<file path="config.mk">
export PLATFORM = sky130hd
export DESIGN_NAME = vector_writeback_unit
export DESIGN_NICKNAME = d
export VERILOG_FILES = /design/src/rtl/vector_writeback_unit_pkg.sv /design/src/rtl/vector_writeback_unit_merger.sv /design/src/rtl/vector_writeback_unit.sv
export SDC_FILE = /design/constraint.sdc
export NUM_CORES = 2
export LEC_CHECK = 0
export ABC_AREA = 1
export CORE_AREA = 3 3 409 411
export DETAILED_ROUTE_END_ITERATION = 10
export DIE_AREA = 0 0 412 414
export GPL_ROUTABILITY_DRIVEN = 0
export MAX_ROUTING_LAYER = met4
export SLEW_MARGIN = 20
export SYNTH_ARGS = -nofsm -noshare
export SYNTH_HDL_FRONTEND = slang
export SYNTH_SLANG_ARGS = --single-unit
</file>
<file path="constraint.sdc">
create_clock -name clk -period 7.25 [get_ports clk]
set_input_delay 0.725 -clock clk [delete_from_list [all_inputs] [get_ports clk]]
set_output_delay 0.725 -clock clk [all_outputs]
set_load 0.005 [all_outputs]
</file>
<file path="src/rtl/vector_writeback_unit_pkg.sv">
// Shared encodings for the vector writeback stage: function-unit status,
// element-width codes and the writeback FSM states.
package vector_writeback_unit_pkg;

    // Function unit status
    localparam logic [1:0] VEC_ALU_NOP      = 2'd0;
    localparam logic [1:0] VEC_ALU_WORKING  = 2'd1;
    localparam logic [1:0] VEC_ALU_FINISHED = 2'd2;

    // Element width codes (ew = 8 << vsew)
    localparam logic [2:0] ONE_BYTE   = 3'd0;
    localparam logic [2:0] TWO_BYTE   = 3'd1;
    localparam logic [2:0] FOUR_BYTE  = 3'd2;
    localparam logic [2:0] EIGHT_BYTE = 3'd3;

    // Writeback FSM
    typedef enum logic [1:0] {
        WB_IDLE  = 2'd0,
        WB_MERGE = 2'd1,
        WB_WRITE = 2'd2
    } wb_state_t;

endpackage

</file>
<file path="src/rtl/vector_writeback_unit_merger.sv">
// Combinational merge of a result vector into the old destination value.
// Active elements (i < length and unmasked) take the result; everything else,
// including tail and non-existent elements, keeps old_vd. For mask
// destinations only bit i of the register is written, from the LSB of
// result element i.
module vector_result_merger
    import vector_writeback_unit_pkg::*;
#(
    parameter int LEN              = 32,
    parameter int VECTOR_SIZE      = 8,
    parameter int ENTRY_INDEX_SIZE = 3
) (
    input  logic [VECTOR_SIZE*LEN-1:0] result,
    input  logic [VECTOR_SIZE*LEN-1:0] old_vd,
    input  logic [VECTOR_SIZE*LEN-1:0] mask,
    input  logic                       vm,
    input  logic [2:0]                 vsew,
    input  logic [ENTRY_INDEX_SIZE:0]  length,
    input  logic                       mask_dest,
    output logic [VECTOR_SIZE*LEN-1:0] merged
);

    localparam int TOTAL   = VECTOR_SIZE * LEN;
    localparam int NBYTES  = TOTAL / 8;
    localparam int IDXW    = $clog2(TOTAL);
    localparam int CW      = IDXW + 1;
    localparam int MAX_LEN = 1 << (ENTRY_INDEX_SIZE + 1);

    logic          sew_ok;
    logic [1:0]    sew;
    logic [CW-1:0] num_elems;
    logic [CW-1:0] len_x;

    // Only the four defined widths have elements; reserved codes write nothing
    assign sew_ok    = (vsew[2] == 1'b0);
    assign sew       = vsew[1:0];
    assign num_elems = CW'(NBYTES) >> sew;
    assign len_x     = CW'(length);

    logic [CW-1:0] idx;
    logic [CW-1:0] pos;

    // Per-element selection between result and old destination contents
    always_comb begin
        merged = old_vd;
        idx    = '0;
        pos    = '0;
        if (sew_ok) begin
            if (mask_dest) begin
                for (int i = 0; i < MAX_LEN; i++) begin
                    idx = CW'(i);
                    pos = idx << ({1'b0, sew} + 3'd3);
                    if (idx < num_elems && idx < len_x && (vm || mask[idx[IDXW-1:0]]))
                        merged[idx[IDXW-1:0]] = result[pos[IDXW-1:0]];
                end
            end else begin
                // Byte granularity covers every element width; a byte belongs
                // to element (byte_index >> vsew)
                for (int b = 0; b < NBYTES; b++) begin
                    idx = CW'(b) >> sew;
                    if (idx < len_x && (vm || mask[idx[IDXW-1:0]]))
                        merged[b*8 +: 8] = result[b*8 +: 8];
                end
            end
        end
    end

endmodule

</file>
<file path="src/rtl/vector_writeback_unit.sv">
// Writeback stage behind the vector function unit: captures a finished
// result, merges it into the old destination in one cycle and issues a
// single full-register write over a valid/ready handshake.
module vector_writeback_unit
    import vector_writeback_unit_pkg::*;
#(
    parameter int LEN              = 32,
    parameter int VECTOR_SIZE      = 8,
    parameter int ENTRY_INDEX_SIZE = 3,
    parameter int REG_ADDR_WIDTH   = 5
) (
    input  logic                       clk,
    input  logic                       rst,
    input  logic [1:0]                 vector_alu_status,
    input  logic [VECTOR_SIZE*LEN-1:0] result,
    input  logic [VECTOR_SIZE*LEN-1:0] old_vd,
    input  logic [VECTOR_SIZE*LEN-1:0] mask,
    input  logic                       vm,
    input  logic [2:0]                 vsew,
    input  logic [ENTRY_INDEX_SIZE:0]  length,
    input  logic [REG_ADDR_WIDTH-1:0]  vd_addr,
    input  logic                       wb_en,
    input  logic                       mask_dest,
    input  logic                       rf_write_ready,
    output logic                       rf_write_valid,
    output logic [REG_ADDR_WIDTH-1:0]  rf_write_addr,
    output logic [VECTOR_SIZE*LEN-1:0] rf_write_data,
    output logic                       wb_busy,
    output logic                       wb_done,
    output logic                       overflow_err
);

    localparam int W = VECTOR_SIZE * LEN;

    wb_state_t state, state_next;

    logic [W-1:0]                cap_result, cap_old, cap_mask;
    logic                        cap_vm, cap_wb_en, cap_mask_dest;
    logic [2:0]                  cap_vsew;
    logic [ENTRY_INDEX_SIZE:0]   cap_len;
    logic [REG_ADDR_WIDTH-1:0]   cap_addr;
    logic [W-1:0]                merged;

    logic finished, capture, load_write, done_set, ovf_set;

    assign finished = (vector_alu_status == VEC_ALU_FINISHED);

    vector_result_merger #(
        .LEN              (LEN),
        .VECTOR_SIZE      (VECTOR_SIZE),
        .ENTRY_INDEX_SIZE (ENTRY_INDEX_SIZE)
    ) u_merger (
        .result    (cap_result),
        .old_vd    (cap_old),
        .mask      (cap_mask),
        .vm        (cap_vm),
        .vsew      (cap_vsew),
        .length    (cap_len),
        .mask_dest (cap_mask_dest),
        .merged    (merged)
    );

    // State register
    always_ff @(posedge clk) begin
        if (!rst) state <= WB_IDLE;
        else      state <= state_next;
    end

    // Next state, capture/load strobes, done and overflow events
    always_comb begin
        state_next = state;
        capture    = 1'b0;
        load_write = 1'b0;
        done_set   = 1'b0;
        ovf_set    = 1'b0;
        case (state)
            WB_IDLE: begin
                if (finished) begin
                    capture    = 1'b1;
                    state_next = WB_MERGE;
                end
            end
            WB_MERGE: begin
                load_write = 1'b1;
                if (finished) ovf_set = 1'b1;
                if (cap_wb_en && cap_len != '0) begin
                    state_next = WB_WRITE;
                end else begin
                    done_set   = 1'b1;
                    state_next = WB_IDLE;
                end
            end
            WB_WRITE: begin
                if (rf_write_ready) begin
                    done_set = 1'b1;
                    // A result finishing on the handshake edge is taken without a bubble
                    if (finished) begin
                        capture    = 1'b1;
                        state_next = WB_MERGE;
                    end else begin
                        state_next = WB_IDLE;
                    end
                end else if (finished) begin
                    ovf_set = 1'b1;
                end
            end
            default: state_next = WB_IDLE;
        endcase
    end

    // Capture registers for the finished instruction and its sideband
    always_ff @(posedge clk) begin
        if (!rst) begin
            cap_result    <= '0;
            cap_old       <= '0;
            cap_mask      <= '0;
            cap_vm        <= 1'b0;
            cap_vsew      <= '0;
            cap_len       <= '0;
            cap_addr      <= '0;
            cap_wb_en     <= 1'b0;
            cap_mask_dest <= 1'b0;
        end else if (capture) begin
            cap_result    <= result;
            cap_old       <= old_vd;
            cap_mask      <= mask;
            cap_vm        <= vm;
            cap_vsew      <= vsew;
            cap_len       <= length;
            cap_addr      <= vd_addr;
            cap_wb_en     <= wb_en;
            cap_mask_dest <= mask_dest;
        end
    end

    // Write request registers; held stable while the register file stalls
    always_ff @(posedge clk) begin
        if (!rst) begin
            rf_write_data <= '0;
            rf_write_addr <= '0;
        end else if (load_write) begin
            rf_write_data <= merged;
            rf_write_addr <= cap_addr;
        end
    end

    // Retire pulse and sticky dropped-capture flag
    always_ff @(posedge clk) begin
        if (!rst) begin
            wb_done      <= 1'b0;
            overflow_err <= 1'b0;
        end else begin
            wb_done <= done_set;
            if (ovf_set) overflow_err <= 1'b1;
        end
    end

    // Valid is a pure function of state, so ready never reaches it combinationally
    assign rf_write_valid = (state == WB_WRITE);
    assign wb_busy        = (state != WB_IDLE);

endmodule

</file>
---- Word-level counts from Yosys, hierarchy flattened ----
Index checks and enable logic that the tools add are counted.
operators by class
  bitwise logic cells ..................... 0
  reduce and logical (&&, ||, !) cells .... 117
  multipliers ............................. 0
  equality and inequality tests ........... 5
  divide/modulo/power cells ............... 0
  add/sub/neg operators ................... 1
  shifts and indexed selects .............. 49
  mux-type cells .......................... 161
  $lt $le $gt $ge ......................... 112
operators by type and width
  operator                                             count
  < comparator 8 x 9 -> 1 bit (second input constant)  48
  binary-select mux 1 bit (select 8 bit)               48
  < comparator 9 x 4 -> 1 bit                          32
  2-to-1 mux 256 bit                                   1
  2-to-1 mux 8 bit                                     32
  2-to-1 mux 240 bit                                   1
  right shift 5 x 2 -> 9 bit (first input constant)    16
  < comparator 4 x 9 -> 1 bit (first input constant)   8
  right shift 4 x 2 -> 9 bit (first input constant)    8
  2-to-1 mux 1 bit                                     71
  logical AND 1 bit                                    65
  left shift 4 x 3 -> 8 bit (first input constant)     8
  logical OR 1 bit                                     48
  < comparator 3 x 9 -> 1 bit (first input constant)   4
  right shift 3 x 2 -> 9 bit (first input constant)    4
  < comparator 4 bit (first input constant)            8
  left shift 3 x 3 -> 8 bit (first input constant)     4
  < comparator 1 x 9 -> 1 bit (first input constant)   2
  < comparator 2 x 9 -> 1 bit (first input constant)   2
  right shift 1 x 2 -> 9 bit (first input constant)    2
  right shift 2 x 2 -> 9 bit (first input constant)    2
  < comparator 3 x 4 -> 1 bit (first input constant)   4
  2-to-1 mux 16 bit                                    1
  left shift 1 x 3 -> 8 bit (first input constant)     2
  15 further kinds                                     24
storage, ports and cells
  bits in latches ......................... 0
  bits in read-only memories .............. 0
  flip-flop bits (word level) ............. 1048
  bits of input ports ..................... 788
  bits in writable memories ............... 0
  word-level logic and storage cells ...... 459
  memories ................................ 0

---- Depth between registers and ports, before layout ----
  word-level depth ........................ 8
  mapped depth ............................ 21
  gate-level depth less buffers ........... 17

---- Modules after synthesis ----
From an unflattened synthesis, not the netlist that was laid out.
unflattened totals
  cells, all modules ...................... 7273
  area total of the unflattened synthesis .. 49057.0 um^2
by module, submodules not included
  module                 times used  cells an instance  sequential area each (um^2)  area an instance (um^2)
  vector_writeback_unit  1           4569               20980.1                      35764.3
  vector_result_merger   1           2704               0.0                          13292.7

---- Worst setup path before layout ----
OpenSTA, ideal clock, no wires.
  kind .................................... register -> register
  start point ............................. reg cap_vsew[1]
  end point ............................... reg rf_write_data[158]
  slack ................................... 4073 ps
  library setup time ...................... 70 ps
  data arrival time ....................... 3107 ps
  path buffers ............................ 5
  cell stages (with the launch flop) ...... 17
  path through ............................ dfxtp_1 inv_2 clkbuf_1 ha_1 inv_2 buf_2 buf_2 buf_2 ha_1 nand3_1 a21oi_1 nor3_1 nand2_1 buf_2 a21oi_1 o21ai_1 a21oi_1
on the way
  cells in the longest elaborated chain, start to end .. 8
ends and longest elaborated chain
  item                                    line                                source
  from (decl)                             vector_writeback_unit.sv:39         logic [2:0] cap_vsew;
  from (signal assigned)                  vector_writeback_unit.sv:128        cap_vsew <= vsew;
  right shift 5 x 2 -> 9 bit *            vector_writeback_unit_merger.sv:60  idx = CW'(b) >> sew;
  binary-select mux 1 bit (select 8 bit)  vector_writeback_unit_merger.sv:61  if (idx < len_x && (vm || mask[idx[IDXW-1:0]]))
  2-to-1 mux 1 bit (implied by the code)  vector_writeback_unit_merger.sv:61
  logical OR 1 bit                        vector_writeback_unit_merger.sv:61
  logical AND 1 bit *                     vector_writeback_unit_merger.sv:61
  2-to-1 mux 8 bit *                      vector_writeback_unit_merger.sv:61
  2-to-1 mux 240 bit *                    vector_writeback_unit_merger.sv:49  if (mask_dest) begin
  2-to-1 mux 256 bit *                    vector_writeback_unit_merger.sv:48  if (sew_ok) begin
  to (signal assigned)                    vector_writeback_unit.sv:142        rf_write_data <= merged;
  to (decl)                               vector_writeback_unit.sv:27         output logic [VECTOR_SIZE*LEN-1:0] rf_write_data,
Every way passes the cells marked *; elsewhere a longest branch is shown, timed or not. The select of a mux whose other input is x is not followed.
A chain may end at the register's enable or synchronous reset.

---- Final worst setup path ----
  start point ............................. reg cap_vsew[1]
  end point ............................... reg rf_write_data[9]
on the way
  cells in the longest elaborated chain, start to end .. 8
ends and longest elaborated chain
  item                                                                          line
  parallel branches: the longest is 6 deep, another holds adder 2 x 2 -> 3 bit  n/a
  2-to-1 mux 16 bit *                                                           vector_writeback_unit_merger.sv:49
  2-to-1 mux 256 bit *                                                          vector_writeback_unit_merger.sv:48
Every way passes the cells marked *. The select of a mux whose other input is x is not followed.

==> out/qor.csv <==
metric;value;unit
dp_slack;2.401;ns
cp_max_fo;126;
finalClockSkew;0.03520;ns
crit_arrival;5.67;ns
place_hpwl;149900;um
dpl_cell_area;49920;sq um
syn_area;40230;sq um
fmax;0.1988;GHz
clk_pin_slew;0.06;ns
synth_common_cells;959 x a21oi_1, 910 x nand2_1, 878 x o21ai_0;
slew_viol_final;0;
cpMaxStageDelayCell;inv_2;
drt_iter0_drc;5183;
maxSlewHeadroom;26.70;%
port_buffers;828;
status;finished clean;
first_pass_iters;9;
cts_tree;built;
synth_edf_count;0;
finalCritPeriodShare;69.38;%
p_leak;19.65;nW
slowest_delay;0.83;ns
async_flop_share;0;%
fin_crit;5.030;ns
finalSetupViolCount;0;
cts_made_buffers;97;
viasPerCell;5.096;
cp-end-kind;flip-flop;
io-pin-count;1053;
gr-total-overflow;0;
yosysMostFrequentCell;a21oi_1;
core_area;164400;sq um
cp.required;7.89;ns
max_cap_viol_count;0;
rsz0062_at_grt;false;
ir_worst_vdd;0.1705;mV
ys_top_cells_by_area;dfxtp_1 41%, a21oi_1 12%, o21ai_0 11%;
cts_sinks;824;
die_area;170600;sq um
antenna_found_initial;56;
syn_nets;6724;
tns;0;ns
drt_wl_total;208500;um
yosysWarnings;0;
syn_inst;5902;
cts_max_level;3;
yosys.cell_types.count;55;
tightest_slew;1.072;ns
yosysSeqAreaShare;41.01;%
grt_max_degree;195;
post-cts-setup-buffers;0;
drive_gt1_share;4.723;%
powerDensity;249.7;nW/um^2
crit_top_cell;nand3_1;
cts_resized;0;
startpoint_type;flip-flop;
min-delay-path-class;reg2reg;
ys_ff_latch;824;
worstSetupPathType;reg2reg;
num_vias;44580;
fp.dieH;414;um
cts-hold-fix-buffers;0;
final_area;53410;sq um
drc_errors;0;
hold_violations;0;
final.setup.worst_slack;2.220;ns
fill_cells;17800;
syn-mean-instance-area;6.816;sq um
yosysTopAreaCellShare;41.01;%
initial_core_util;24.46;%
clock_latency;0.73;ns
num_rows;149;
cts_root_buf;clkbuf_16;
synth-main-ff-cell;dfxtp_1;
yosysTopAreaCell;dfxtp_1;
layout.nets;7246;
crit_chain;inv_2 -> buf_4 -> ha_4 -> nand2_8 -> inv_2 -> nand2_1 -> nand3_1 -> nand2_1 -> inv_1 -> nand3_1 -> nand3_1 -> nand3_1 -> nand3_1 -> nand3_1 -> nand2_1 -> nand2_1 -> a21oi_1;
wl_per_cell;23.83;um
die_x;412;um
drtAntennaViolNets;0;
syn_to_final_growth;32.77;%
ctsLongestPathBuffers;3;
gr-usage-all-layers;23.87;%
grt_pass1_wl;293200;um
grt_pass1_vias;41550;
[where the power goes]
| group | leakage, nW | internal (mW) | total (mW) | switching [mW] |
|---|---|---|---|---|
| Combinational | 11.3 | 1.03 | 3.09 | 2.06 |
| Sequential | 6.75 | 4.87 | 5.10 | 0.230 |
| Clock | 1.63 | 3.01 | 5.14 | 2.14 |
| Total | 19.7 | 8.91 | 13.3 | 4.42 |
[layout by cell type, fill, tap and decap left out, types with 9 or more instances in the layout]
cell type	n
diode_2	58
nand3_1	403
o21ai_0	878
nand2_1	908
nand2_2	11
inv_1	487
dfxtp_1	824
clkdlybuf4s50_1	827
o211ai_1	143
clkinv_2	11
buf_12	9
nand4_1	11
inv_2	33
clkbuf_8	25
nor2_1	439
clkbuf_1	17
buf_4	50
a211oi_1	9
clkbuf_16	98
o21ai_1	191
ha_1	26
a21oi_1	959
[worst max-delay path: cells and delay by family (launching register included)]
family,cells,cell delay [ns]
simple gates,11,2.11
compound gates,1,0.12
buf+inv,4,1.67
flops,1,0.31
fa+ha+maj,1,0.59
[routing by layer]
metal	vias up	GRT usage [%]	wire (um)
met5	-	-	0
met4	0	9.467	9082
met3	476	6.593	19710
met2	2173	37.38	94850
met1	20880	28.94	84820
li1	21050	-	-
[flip-flops by register name (all words and copies together), names as in the netlist]
name / flops
rf_write_addr: 5
cap_vm: 1
cap_wb_en: 1
cap_addr: 5
state: 2
cap_len: 4
cap_old: 256
cap_mask_dest: 1
overflow_err: 1
wb_done: 1
rf_write_data: 256
cap_vsew: 3
cap_result: 256
cap_mask: 32
[final cells by class]
cell class                 instances  area (sq um)  share of cell area, %
clock inverter                    35         478.0                 0.8949
inverter                         526          1999                  3.744
tap                             2189          2739                  5.128
antenna                           58         145.1                 0.2717
clock buffer                     140          2860                  5.355
sequential                       824         16500                  30.89
timing repair buffer             887          8848                  16.57
multi-input combinational       4088         19840                  37.15
[path summary, 6_finish.rpt]
path	depth (start not counted)	end	from	slack [ns]
worst max-delay path	17	rf_write_data[9]	cap_vsew[1]	2.22
worst min-delay path	2	cap_old[15]	cap_old[15]	0.45
worst max register to register	17	rf_write_data[9]	cap_vsew[1]	2.22
worst min register to register	2	cap_old[15]	cap_old[15]	0.45
[per-stage QoR]
step	total power [mW]	std cells	utilization, %	hold WS (ns)
after floorplan	6.757	5902	-	0.4235
after global placement	8.193	8514	30.36	0.4337
after detailed placement	8.221	8514	30.36	0.4446
after CTS	13.41	8689	32.39	0.4134
after global routing	13.90	8741	32.47	0.4634
final	13.34	8747	32.48	0.4514
[logic make-up (layout without fill, tap and decap cells)]
logic type / after synthesis / in the layout / share of synthesized area, %
buffers and inverters: 990 / 1588 / 9.966
and+or+nand+nor: 1810 / 1810 / 18.64
DFF: 824 / 824 / 41.01
AOI/OAI and AO/OA: 2243 / 2243 / 29.31
xor gates and xnor gates: 1 / 1 / 0.02178
adders and majority gates: 34 / 34 / 1.058
other: 0 / 58 / 0
Power figures use the tool's default switching activity.
